--- config.mk ---
export PLATFORM = sky130hd
export DESIGN_NAME = zone_alarm_decoder
export DESIGN_NICKNAME = d
export VERILOG_FILES = /design/src/rtl/alarm_pkg.sv /design/src/rtl/alarm_evt_fifo.sv /design/src/rtl/zone_alarm_decoder.sv
export SDC_FILE = /design/constraint.sdc
export NUM_CORES = 1
export LEC_CHECK = 0
export BUFFER_PORTS_ARGS = -buffer_cell sky130_fd_sc_hd__buf_2
export CAP_MARGIN = 20
export CORE_MARGIN = 4
export CORE_UTILIZATION = 45
export DETAILED_ROUTE_END_ITERATION = 8
export PLACE_DENSITY = 0.67
export SYNTH_ARGS = -nofsm -noshare
export SYNTH_HDL_FRONTEND = slang
export SYNTH_SLANG_ARGS = --single-unit
--- constraint.sdc ---
create_clock -name clk -period 2.2 [get_ports clk]
set_input_delay 0.22 -clock clk [delete_from_list [all_inputs] [get_ports clk]]
set_output_delay 0.22 -clock clk [all_outputs]
set_load 0.02 [all_outputs]
--- src/rtl/alarm_pkg.sv ---
`default_nettype none
// ---- alarm_pkg : types and helpers shared by the zone alarm blocks ---- rev 1.0 ----

package alarm_pkg;

  // Nominal buzzer-high length, shared with the upstream alarm controller.
  localparam int PULSE_LEN = 31;

  typedef enum logic [1:0] {
    EVT_OK     = 2'b00,
    EVT_SHORT  = 2'b01,
    EVT_LONG   = 2'b10,
    EVT_GLITCH = 2'b11
  } evt_code_t;

  typedef enum logic [1:0] {
    ST_IDLE     = 2'd0,
    ST_MEASURE  = 2'd1,
    ST_WAIT_LOW = 2'd2
  } fsm_state_t;

  typedef logic [1:0] zone_t;

  localparam zone_t ZONE_NONE = 2'd0;
  localparam zone_t ZONE_1    = 2'd1;
  localparam zone_t ZONE_2    = 2'd2;
  localparam zone_t ZONE_3    = 2'd3;

  typedef struct packed {
    zone_t     zone;
    evt_code_t code;
  } evt_rec_t;

  localparam int EVT_W = $bits(evt_rec_t);

  function automatic logic is_onehot3(input logic [2:0] v);
    return (v != 3'd0) && ((v & (v - 3'd1)) == 3'd0);
  endfunction

  function automatic zone_t onehot_to_zone(input logic [2:0] v);
    case (v)
      3'b001:  return ZONE_1;
      3'b010:  return ZONE_2;
      3'b100:  return ZONE_3;
      default: return ZONE_NONE;
    endcase
  endfunction

  function automatic logic [2:0] zone_to_onehot(input zone_t z);
    case (z)
      ZONE_1:  return 3'b001;
      ZONE_2:  return 3'b010;
      ZONE_3:  return 3'b100;
      default: return 3'b000;
    endcase
  endfunction

endpackage

`default_nettype wire

--- src/rtl/alarm_evt_fifo.sv ---
`default_nettype none
// ---- alarm_evt_fifo : show-ahead sync FIFO with enable gate ---- rev 1.0 ----

module alarm_evt_fifo
  import alarm_pkg::*;
#(
  parameter int WIDTH = EVT_W,
  parameter int DEPTH = 4
) (
  input  logic             clk,
  input  logic             rst,
  input  logic             ena,
  input  logic             push,
  input  logic [WIDTH-1:0] push_data,
  input  logic             pop,
  output logic [WIDTH-1:0] pop_data,
  output logic             full,
  output logic             empty
);

  localparam int AW = $clog2(DEPTH);

  // One extra pointer bit distinguishes full from empty.
  logic [AW:0]      wr_ptr;
  logic [AW:0]      rd_ptr;
  logic [WIDTH-1:0] mem [DEPTH];
  logic             do_push;
  logic             do_pop;

  assign empty   = (wr_ptr == rd_ptr);
  assign full    = (wr_ptr[AW] != rd_ptr[AW]) && (wr_ptr[AW-1:0] == rd_ptr[AW-1:0]);
  assign do_pop  = ena && pop && !empty;
  assign do_push = ena && push && (!full || do_pop);

  always_ff @(posedge clk or posedge rst) begin
    if (rst) begin
      wr_ptr <= '0;
      rd_ptr <= '0;
    end else begin
      if (do_push) wr_ptr <= wr_ptr + 1'b1;
      if (do_pop)  rd_ptr <= rd_ptr + 1'b1;
    end
  end

  always_ff @(posedge clk) begin
    if (do_push) mem[wr_ptr[AW-1:0]] <= push_data;
  end

  // Head reads as zero while empty so stale entries never leak out.
  assign pop_data = empty ? '0 : mem[rd_ptr[AW-1:0]];

endmodule

`default_nettype wire

--- src/rtl/zone_alarm_decoder.sv ---
`default_nettype none
// ---- zone_alarm_decoder : validates one-hot buzzer pulses into queued events ---- rev 1.0 ----

module zone_alarm_decoder
  import alarm_pkg::*;
#(
  parameter int PULSE_LEN  = alarm_pkg::PULSE_LEN,
  parameter int TOL        = 2,
  parameter int CNT_W      = 8,
  parameter int FIFO_DEPTH = 4
) (
  input  logic             clk,
  input  logic             rst,
  input  logic             ena,
  input  logic [2:0]       buzz_i,
  output logic             evt_valid_o,
  input  logic             evt_ready_i,
  output logic [1:0]       evt_zone_o,
  output logic [1:0]       evt_code_o,
  input  logic [1:0]       cnt_sel_i,
  output logic [CNT_W-1:0] cnt_o,
  output logic             overflow_o
);

  localparam int MAX_LEN = PULSE_LEN + TOL;
  localparam int MIN_LEN = PULSE_LEN - TOL;
  localparam int WID_W   = $clog2(MAX_LEN + 2);
  localparam logic [WID_W-1:0] WID_MAX = WID_W'(MAX_LEN);
  localparam logic [WID_W-1:0] WID_MIN = WID_W'(MIN_LEN);

  fsm_state_t       state;
  logic [WID_W-1:0] width;
  zone_t            zone;
  logic [CNT_W-1:0] cnt [3];
  logic             overflow;

  logic [WID_W-1:0] width_inc;
  logic [2:0]       zone_pat;
  logic             push;
  evt_rec_t         push_rec;
  logic             ok_push;
  logic             pop;
  logic             fifo_full;
  logic             fifo_empty;
  logic [EVT_W-1:0] head_bits;
  evt_rec_t         head;

  // Width is at most MAX_LEN while measuring, so the increment cannot wrap.
  assign width_inc = width + 1'b1;
  assign zone_pat  = zone_to_onehot(zone);

  always_comb begin
    push     = 1'b0;
    push_rec = '{zone: ZONE_NONE, code: EVT_OK};
    unique case (state)
      ST_IDLE: begin
        if (buzz_i != 3'd0 && !is_onehot3(buzz_i)) begin
          push     = 1'b1;
          push_rec = '{zone: ZONE_NONE, code: EVT_GLITCH};
        end
      end
      ST_MEASURE: begin
        if (buzz_i == zone_pat) begin
          if (width_inc > WID_MAX) begin
            push     = 1'b1;
            push_rec = '{zone: zone, code: EVT_LONG};
          end
        end else if (buzz_i == 3'd0) begin
          push     = 1'b1;
          push_rec = '{zone: zone,
                       code: (width >= WID_MIN && width <= WID_MAX) ? EVT_OK : EVT_SHORT};
        end else begin
          push     = 1'b1;
          push_rec = '{zone: zone, code: EVT_GLITCH};
        end
      end
      default: ;
    endcase
    if (!ena) push = 1'b0;
  end

  assign ok_push = push && (push_rec.code == EVT_OK);
  assign pop     = evt_valid_o && evt_ready_i && ena;

  always_ff @(posedge clk or posedge rst) begin
    if (rst) begin
      state <= ST_IDLE;
      width <= '0;
      zone  <= ZONE_NONE;
    end else if (ena) begin
      unique case (state)
        ST_IDLE: begin
          if (is_onehot3(buzz_i)) begin
            zone  <= onehot_to_zone(buzz_i);
            width <= WID_W'(1);
            state <= ST_MEASURE;
          end else if (buzz_i != 3'd0) begin
            state <= ST_WAIT_LOW;
          end
        end
        ST_MEASURE: begin
          if (buzz_i == zone_pat) begin
            width <= width_inc;
            if (width_inc > WID_MAX) state <= ST_WAIT_LOW;
          end else if (buzz_i == 3'd0) begin
            state <= ST_IDLE;
          end else begin
            state <= ST_WAIT_LOW;
          end
        end
        ST_WAIT_LOW: begin
          if (buzz_i == 3'd0) state <= ST_IDLE;
        end
        default: state <= ST_IDLE;
      endcase
    end
  end

  // Counters follow the OK decision even when the FIFO drops the record.
  always_ff @(posedge clk or posedge rst) begin
    if (rst) begin
      for (int z = 0; z < 3; z++) cnt[z] <= '0;
      overflow <= 1'b0;
    end else if (ena) begin
      for (int z = 0; z < 3; z++) begin
        if (ok_push && push_rec.zone == zone_t'(z + 1) && cnt[z] != '1)
          cnt[z] <= cnt[z] + 1'b1;
      end
      if (push && fifo_full && !pop) overflow <= 1'b1;
    end
  end

  alarm_evt_fifo #(
    .WIDTH (EVT_W),
    .DEPTH (FIFO_DEPTH)
  ) u_fifo (
    .clk       (clk),
    .rst       (rst),
    .ena       (ena),
    .push      (push),
    .push_data (push_rec),
    .pop       (pop),
    .pop_data  (head_bits),
    .full      (fifo_full),
    .empty     (fifo_empty)
  );

  assign head        = evt_rec_t'(head_bits);
  assign evt_valid_o = !fifo_empty;
  assign evt_zone_o  = head.zone;
  assign evt_code_o  = head.code;
  assign overflow_o  = overflow;

  always_comb begin
    cnt_o = '0;
    if (cnt_sel_i != ZONE_NONE) cnt_o = cnt[cnt_sel_i - 2'd1];
  end

endmodule

`default_nettype wire
==> qor.yml, run 1 <==
place:
  dp_cells: 452
  io_buffers: 22
  pre_cts_ws_ns: -0.008793
  place_congestion: 0.8838
  place_hpwl_um: 5191
layout:
  final_cells: 472
  num-fill-cells: 645
  area_delta_synth_final_pct: 16.59
  final_layout_size_suffix_gt1_share_pct: 24.66
  diodes: 0
  post-route-util_pct: 54.45
  fin_nets: 389
synth:
  mappedNetlistArea_sq_um: 3423
  ys_seq_elements: 57
  syn_inst: 330
  ys_warn_count: 0
  synth.distinct_cells: 63
  netlist_top_cells_count: "dfrtp_1 (41), nor2_1 (32), nand2_1 (29)"
  yosys-top-cells-area: "dfrtp_1 (30%), edfxtp_1 (14%), xor2_1 (4.6%), ha_1 (4.4%), nor2_1 (3.5%)"
  syn_area_per_cell_sq_um: 10.37
  ys_seq_area_share_pct: 44.01
  async_flop_share_pct: 71.93
  yosysMostFrequentCell: "dfrtp_1"
  synth-edff-count: 16
  synth_fp_nets: 351
  yosysTopAreaCell: "dfrtp_1"
  synth_top_area_share_pct: 29.97
  synth_top_flop_cell: "dfrtp_1"
clocking:
  clkTransAtPathRegs_ns: 0.07
  max-clock-path-buffers: 2
  cts_hold_buf: 0
  insertion_delay_ns: 0.34
  h-tree-depth: 3
  cts_buffers: 9
  cts_root_buffer: "clkbuf_8"
  cts_sinks: 57
  cts_tree: "done"
floorplanning:
  io_pins: 23
  start_util_pct: 46.70
  die_area_sq_um: 9067
  core_sq_um: 7331
  die_h_um: 95.22
  num_rows: 31
  die_width_um: 95.22
timing:
  setup_ws_ns: 0.06707
  fin_crit_sh_pct: 96.95
  slew_headroom_pct: 58.94
  timing.setup.tns_ns: 0
  finClkSkew_ns: 0.01029
  worst_slew_pin_slew_ns: 0.6074
  fmax_mhz: 468.8
  setup_viol: 0
  drv_slew: 0
  fin_crit_ns: 2.133
  hold_viol: 0
global_routing:
  grt_pass1_vias: 2480
  gr-usage-all-layers_pct: 17.54
  grt_max_degree: 42
  grt-ovfl-total: 0
  grt_pass1_wl_um: 12350
  antenna_found_initial: 0
worst_hold_path:
  hp-class: "input port to async pin"
drt:
  antenna_left: 0
  drt_iter0_drc: 132
  dr.pass1.iters: 4
  vias_per_cell: 5.578
  vias: 2633
  drc: 0
  wl_per_cell_um: 15.47
  routed_wl_um: 7304
power:
  clkPwrFrac_pct: 27.0
  switching_share_pct: 35.51
  ir_drop_mv: 0.3667
  pwr-share-comb_pct: 35.6
  p_per_area_nw_per_um2: 997.1
  leakage_nw: 1.738
  seqPwrFrac_pct: 37.4
  intPower_w: 0.002566
  netSwitchingPower_w: 0.001413
critical_path:
  crit_fanout: 9
  start_kind: "register"
  arrival_ns: 2.19
  critPathKind: "register to register"
  endpoint_kind: "register"
  worst-endpoint-required_ns: 2.26
run_status:
  status: "finished, final reports clean"
flow_run:
  cap_viol_max_count: 0
==> registers in the layout, indices dropped and copies added, names as in the netlist <==
name and flops:
cnt 24, overflow_o 1, state 2, u_fifo.mem 16
u_fifo.rd_ptr 3, u_fifo.wr_ptr 3, width 6, zone 2
==> per-layer routing <==
layer | global-route usage, % | share of wire, %
met1 | 24.53 | 46
met2 | 26.47 | 48
met3 | 3.710 | 4.9
met4 | 7.091 | 1.8
met5 | 0 | 0
==> worst max-delay path, stage by stage (launching register included) <==
cell and delay (ns):
dfrtp_1 0.48, nand2b_1 0.23, nor3_1 0.31, a221oi_2 0.10
buf_4 0.17, a211oi_4 0.32, and2_4 0.24
==> what timing repair did <==
item / in CTS / in global routing
setup endpoints to repair: 6 / 23
pin swaps: 1 / 4
cloned: 0 / 0
buffers inserted: 0 / 4
gates resized for setup: 2 / 8
==> cell usage in the layout, fill, tap and decap left out, types with 2 or more instances in the layout <==
cell / n
a211oi_4: 2
a21o_1: 3
a21oi_1: 11
a31oi_1: 3
and2_1: 7
and2_4: 3
and3_1: 4
and4_1: 3
buf_2: 22
buf_4: 22
bufinv_16: 2
clkbuf_8: 9
clkinv_1: 2
clkinvlp_4: 3
dfrtp_1: 41
edfxtp_1: 16
ha_1: 11
inv_1: 8
mux2_1: 3
mux2_2: 2
mux2i_1: 8
mux4_2: 4
nand2_1: 29
nand2b_1: 3
nand3_1: 13
nand4_1: 8
nor2_1: 32
nor2b_1: 4
nor3_1: 10
nor3_2: 4
nor4_2: 3
nor4b_1: 2
o21ai_0: 8
o21ai_1: 2
o22ai_1: 2
o31ai_1: 2
o41ai_1: 2
xnor2_1: 13
xor2_1: 18
==> stage by stage <==
step	hold WS (ns)	instance area [sq um]	total power, W
CTS	0.02298	3938	0.003925
finish	0.0001678	3991	0.003980
global placement	0.3920	3710	0.002784
global route	0.05767	3991	0.004224
floorplan	0.4505	3423	0.002423
detailed placement	0.3900	3710	0.002817
==> power by group through the flow <==
| stage | combinational [W] | sequential [W] | clock, W |
|---|---|---|---|
| 6_report | 0.00142 | 0.00149 | 0.00107 |
| 2_1_floorplan | 0.00102 | 0.00140 | 0 |
| 4_1_cts | 0.00133 | 0.00148 | 0.00111 |
| 5_1_grt | 0.00156 | 0.00151 | 0.00115 |
| 3_3_place_gp | 0.00129 | 0.00150 | 0 |
| 3_5_place_dp | 0.00131 | 0.00150 | 0 |
==> area by class of cell <==
type	instances	area (sq um)	share of cell area [%]
Multi-Input combinational cell	246	1829	45.83
Clock inverter	7	95.09	2.382
Clock buffer	9	123.9	3.103
Inverter	10	37.54	0.9404
Sequential cell	57	1506	37.74
Timing Repair Buffer	44	275.3	6.897
Tap cell	99	123.9	3.103
==> kinds of logic after synthesis <==
kind of cell / share of synthesized area, %
and+or+nand+nor: 22.37
AOI/OAI and AO/OA: 10.86
xor gates and xnor gates: 7.931
buffers and inverters: 3.509
DFF: 44.01
muxes: 6.616
adders and majority gates: 4.715
==> final timing paths <==
path	startpoint	depth (start not counted)	slack [ns]	endpoint
setup / recovery	state[1]$_DFFE_PP0P_	6	0.07	u_fifo.mem[1][1]$_DFFE_PP_
hold / removal	rst	3	0.0002	cnt[9]$_DFFE_PP0P_
setup reg to reg	state[1]$_DFFE_PP0P_	6	0.07	u_fifo.mem[1][1]$_DFFE_PP_
hold reg to reg	overflow_o$_DFFE_PP0P_	1	0.49	overflow_o$_DFFE_PP0P_
max in group asynchronous	rst	3	1.82	u_fifo.rd_ptr[0]$_DFFE_PP0P_
min in group clk	buzz_i[0]	2	0.25	zone[1]$_DFFE_PP0P_
Note: power is estimated with default switching activity, not from simulation.
==> run 2: changes to the inputs <==
CORE_MARGIN = not set   (was 4)
CORE_UTILIZATION = 35   (was 45)
PLACE_DENSITY = 0.55   (was 0.67)
SKIP_LAST_GASP = 1   (was not set)
==> run 2 against run 1 <==
Clock power down 8%; utilization down 11 points; clock skew down 0.0016 ns; hold slack better by 0.019 ns; flip-flop and latch count unchanged; register-to-register slack about the same; power down 1.5%; worst setup slack better by 0.0029 ns; critical path depth up 1; final area up 2.0%; non-clock buffer count up 7.
==> qor.yml, run 2 (synthesized netlist as in run 1, its figures left out) <==
timing:
  timing.setup.tns_ns: 0
  finClkSkew_ns: 0.008692
  hold_viol: 0
  worst_slew_pin_slew_ns: 0.5613
  fin_crit_sh_pct: 96.82
  setup_viol: 0
  fin_crit_ns: 2.130
  drv_slew: 0
  fmax_mhz: 469.5
  slew_headroom_pct: 62.58
clocking:
  insertion_delay_ns: 0.34
  cts_hold_buf: 0
  h-tree-depth: 3
  cts_root_buffer: "clkbuf_8"
  max-clock-path-buffers: 2
  clkTransAtPathRegs_ns: 0.07
  cts_tree: "done"
  cts_sinks: 57
  cts_buffers: 9
layout:
  final_layout_size_suffix_gt1_share_pct: 26.84
  fin_nets: 396
  diodes: 0
  area_delta_synth_final_pct: 18.90
  final_common_cell: "dfrtp_1"
  max_flop_register: "cnt"
  final_cell_mix: "dfrtp_1 (41), nor2_1 (32), nand2_1 (29), buf_4 (29), buf_2 (22)"
  largest_register_ffs: 24
critical_path:
  r2r_setup_slack_ns: 0.07
  arrival_ns: 2.19
  endpoint_kind: "register"
  max_stage_delay_ns: 0.41
  cp_slowest_cell: "dfrtp_1"
  cp_cell_sequence: "inv_2, ha_4, nor4b_1, a31oi_1, o221ai_2, a211oi_4, and2_4"
  worst-endpoint-required_ns: 2.26
  start_kind: "register"
  critPathKind: "register to register"
  crit_fanout: 5
floorplanning:
  io_pins: 23
  core_sq_um: 9371
  die_h_um: 100.9
  die_width_um: 100.9
  die_area_sq_um: 10180
  start_util_pct: 36.53
  num_rows: 35
power:
  p_per_area_nw_per_um2: 962.7
  leakage_nw: 1.784
  total_power_w: 0.003919
  ir_drop_mv: 0.3353
global_routing:
  antenna_found_initial: 0
  grt-ovfl-total: 0
  grt_pass1_wl_um: 12430
  grt_max_degree: 42
  gr-usage-all-layers_pct: 16.00
  grt_pass1_vias: 2532
place:
  place_hpwl_um: 5365
  place_congestion: 0.7901
  io_buffers: 22
drt:
  vias: 2565
  drt_iter0_drc: 69
  wl_per_cell_um: 14.54
  antenna_left: 0
  drc: 0
  routed_wl_um: 7402
  vias_per_cell: 5.039
  dr.pass1.iters: 4
worst_hold_path:
  hp-class: "input port to async pin"
run_status:
  status: "finished, final reports clean"
flow_run:
  cap_viol_max_count: 0
run 2: cell types whose count changed in the layout (fill, tap and decap cells not counted), sizes merged:
cell    change
buf         +7
bufinv      -1
clkinv      +1
run 2: report_power, final:
group | internal (W) | switching, W
Sequential | 0.00127 | 0.000179
Combinational | 0.000708 | 0.000777
Clock | 0.000520 | 0.000461
Total | 0.00250 | 0.00142
run 2: path summary, 6_finish.rpt:
check	cells past startpoint	start	endpoint
min reg2reg	1	overflow_o$_DFFE_PP0P_	overflow_o$_DFFE_PP0P_
max in group asynchronous	3	rst	cnt[3]$_DFFE_PP0P_
max	7	width[1]$_DFFE_PP0P_	u_fifo.mem[0][2]$_DFFE_PP_
max reg2reg	7	width[1]$_DFFE_PP0P_	u_fifo.mem[0][2]$_DFFE_PP_
min	3	rst	u_fifo.wr_ptr[0]$_DFFE_PP0P_
min in group clk	2	buzz_i[0]	zone[1]$_DFFE_PP0P_
run 2: area by class of cell:
cell class                      count  area [sq um]
Multi-Input combinational cell    246          1842
Timing Repair Buffer               51         327.8
Tap cell                          129         161.4
Clock buffer                        9         123.9
Inverter                           10         37.54
Fill cell                         946          5301
Sequential cell                    57          1506
Clock inverter                      7         71.32
run 2: routing by layer:
layer	part of all wire, %	vias to the layer above	global-route usage, %
met2	44	49	24.71
met4	1.1	0	5.463
met1	51	1234	21.77
met5	0	-	0
li1	-	1272	-
met3	3.4	10	4.092
run 2: critical path: cells and delay by family, from the launching register on:
family | cells | cell delay [ns]
AOI/OAI and AO/OA | 3 | 0.83
buffers and inverters | 1 | 0.08
and+or+nand+nor | 2 | 0.37
adders and majority gates | 1 | 0.16
DFF | 1 | 0.41
run 2: per-stage QoR:
stage | worst slack (ns) | hold WS [ns] | instance area (sq um) | utilization [%] | instances
4_1_cts | 0.003733 | 0.01810 | 3989 | 42.56 | 504
6_report | 0.06993 | 0.01875 | 4070 | 43.43 | 509
5_1_grt | -0.03660 | 0.06674 | 4070 | 43.43 | 509
3_5_place_dp | -0.04780 | 0.3989 | 3792 | 40.47 | 488
2_1_floorplan | 0.1256 | 0.4505 | 3423 | - | 330
3_3_place_gp | 0.03944 | 0.3944 | 3792 | 40.47 | 488
run 2: timing repair:
action,in CTS,in global routing
pin swaps,1,3
setup endpoints to repair,12,30
buffers inserted,0,5
gates resized for setup,1,12
gates cloned,0,0
endpoints found under the hold margin,0,0
==> run 3: changes to the inputs <==
CORE_ASPECT_RATIO = 0.7   (was not set)
==> run 3 against run 2 <==
First-iteration DRC count up 120%; worst setup slack better by 0.048 ns; utilization is 1.7 points higher; hold slack gained 0.21 ns; sequential power hardly changed; wire length grew 4.5%; final area increased by 3.0%; clock skew up 0.0012 ns; register-to-register slack improved by 0.05 ns; final cell count fell by 0.98%; critical endpoint unchanged.
==> qor.yml, run 3 (synthesized netlist as in run 1, its figures left out) <==
critical_path:
  rr_startpoint: "width[1]$_DFFE_PP0P_"
  critPathKind: "register to register"
  endpoint_kind: "register"
  start_kind: "register"
  cp_cell_sequence: "inv_2, ha_4, nor4b_2, a31oi_2, o221ai_2, a211oi_4, and2_4"
  arrival_ns: 2.12
  worst-endpoint-required_ns: 2.23
  r2r_setup_slack_ns: 0.12
  cp_slowest_cell: "dfrtp_1"
  r2r-end: "u_fifo.mem[0][2]$_DFFE_PP_"
  crit_fanout: 5
  max_stage_delay_ns: 0.41
  reg2reg_depth: 7
power:
  clkPwrFrac_pct: 31.7
  pwr-share-comb_pct: 34.5
  intPower_w: 0.002828
  netSwitchingPower_w: 0.001484
  p_per_area_nw_per_um2: 1029
  leakage_nw: 1.828
  ir_drop_mv: 0.3929
  seqPwrFrac_pct: 33.8
  switching_share_pct: 34.41
timing:
  setup_viol: 0
  drv_slew: 0
  finClkSkew_ns: 0.009916
  worst_slew_pin_slew_ns: 0.4979
  fin_crit_ns: 2.082
  hold_viol: 0
  fmax_mhz: 480.2
  slew_headroom_pct: 66.37
  timing.setup.tns_ns: 0
  fin_crit_sh_pct: 94.65
clocking:
  cts_sinks: 57
  max-clock-path-buffers: 2
  cts_tree: "done"
  cts_root_buffer: "clkbuf_16"
  h-tree-depth: 3
  clkTransAtPathRegs_ns: 0.06
  cts_buffers: 9
  insertion_delay_ns: 0.33
worst_hold_path:
  hold_depth: 2
  min_from: "buzz_i[0]"
  hp-class: "input port to register"
  hold_end: "zone[1]$_DFFE_PP0P_"
drt:
  vias_per_cell: 5.115
  routed_wl_um: 7737
  wl_per_cell_um: 15.35
  vias: 2578
  dr.pass1.iters: 4
  drt_iter0_drc: 149
  antenna_left: 0
  drc: 0
place:
  place_congestion: 0.8578
  io_buffers: 22
  place_hpwl_um: 5695
layout:
  largest_register_ffs: 24
  post-route-util_pct: 45.11
  area_delta_synth_final_pct: 22.41
  final_cell_mix: "dfrtp_1 (41), nor2_1 (32), nand2_1 (29)"
  diodes: 0
  seq_area_sq_um: 1506
  max_flop_register: "cnt"
  fin_nets: 396
  final_common_cell: "dfrtp_1"
  multi_input_area_sq_um: 1844
  final_layout_size_suffix_gt1_share_pct: 27.11
  num-fill-cells: 894
run_status:
  status: "finished, final reports clean"
floorplanning:
  num_rows: 29
  io_pins: 23
  die_area_sq_um: 10190
  core_sq_um: 9289
  die_width_um: 120.2
  start_util_pct: 36.85
  die_h_um: 84.75
global_routing:
  grt-ovfl-total: 0
  antenna_found_initial: 0
  grt_max_degree: 26
  grt_pass1_wl_um: 12710
  gr-usage-all-layers_pct: 16.32
  grt_pass1_vias: 2407
flow_run:
  cap_viol_max_count: 0
-- run 3: through the flow --
step | cells | worst slack (ns) | hold WS, ns | instance area [sq um] | total power (W)
CTS | 500 | 0.02729 | 0.005511 | 4094 | 0.004260
floorplan | 330 | 0.1256 | 0.4505 | 3423 | 0.002423
detailed placement | 484 | -0.01675 | 0.3516 | 3794 | 0.002867
global placement | 484 | 0.05154 | 0.3518 | 3794 | 0.002853
global route | 504 | -0.02322 | 0.2464 | 4190 | 0.004576
finish | 504 | 0.1176 | 0.2287 | 4190 | 0.004311
-- run 3: what timing repair did --
action | in CTS | in global routing
setup endpoints to repair | 12 | 22
hold endpoints to repair | 0 | 4
buffers inserted | 0 | 2
hold buffers | 0 | 1
gates resized for setup | 2 | 12
cloned | 0 | 0
pin swaps | 1 | 5
-- run 3: worst max path at each step --
stage / startpoint / end / slack, ns
2_1_floorplan: cnt_sel_i[0] / cnt_o[0] / 0.13
3_3_place_gp: width[1]$_DFFE_PP0P_ / u_fifo.mem[0][3]$_DFFE_PP_ / 0.05
3_5_place_dp: width[0]$_DFFE_PP0P_ / u_fifo.mem[0][3]$_DFFE_PP_ / -0.02
4_1_cts: width[1]$_DFFE_PP0P_ / u_fifo.mem[2][3]$_DFFE_PP_ / 0.03
5_1_grt: width[0]$_DFFE_PP0P_ / u_fifo.mem[0][2]$_DFFE_PP_ / -0.02
6_report: width[1]$_DFFE_PP0P_ / u_fifo.mem[0][2]$_DFFE_PP_ / 0.12
-- run 3: power by group through the flow --
stage | Clock, W | Combinational (W) | Sequential (W)
after floorplan | 0 | 0.00102 | 0.00140
after global placement | 0 | 0.00138 | 0.00147
after detailed placement | 0 | 0.00140 | 0.00147
after CTS | 0.00139 | 0.00142 | 0.00145
after global routing | 0.00144 | 0.00165 | 0.00148
final | 0.00137 | 0.00149 | 0.00146
-- run 3: final cells by class --
type	count	area share (%)
flip-flops and latches	57	35.95
repair buffers	51	8.361
multi-input cells	246	44.01
inverters	10	0.8958
well taps	124	3.703
clock buffers	9	5.375
clock inverters	7	1.702
-- run 3: critical path: cells and delay by family (launching register included) --
family / cells / cell delay, ns
fa+ha+maj: 1 / 0.16
flops: 1 / 0.41
compound gates: 3 / 0.76
buf+inv: 1 / 0.08
simple gates: 2 / 0.39
-- run 3: per-layer routing --
layer	GRT usage [%]	up-vias	share of wire (%)
li1	-	1275	-
met1	26.20	1258	56
met2	20.90	41	40
met3	4.144	4	3.1
met4	4.432	0	0.70
met5	0	-	0
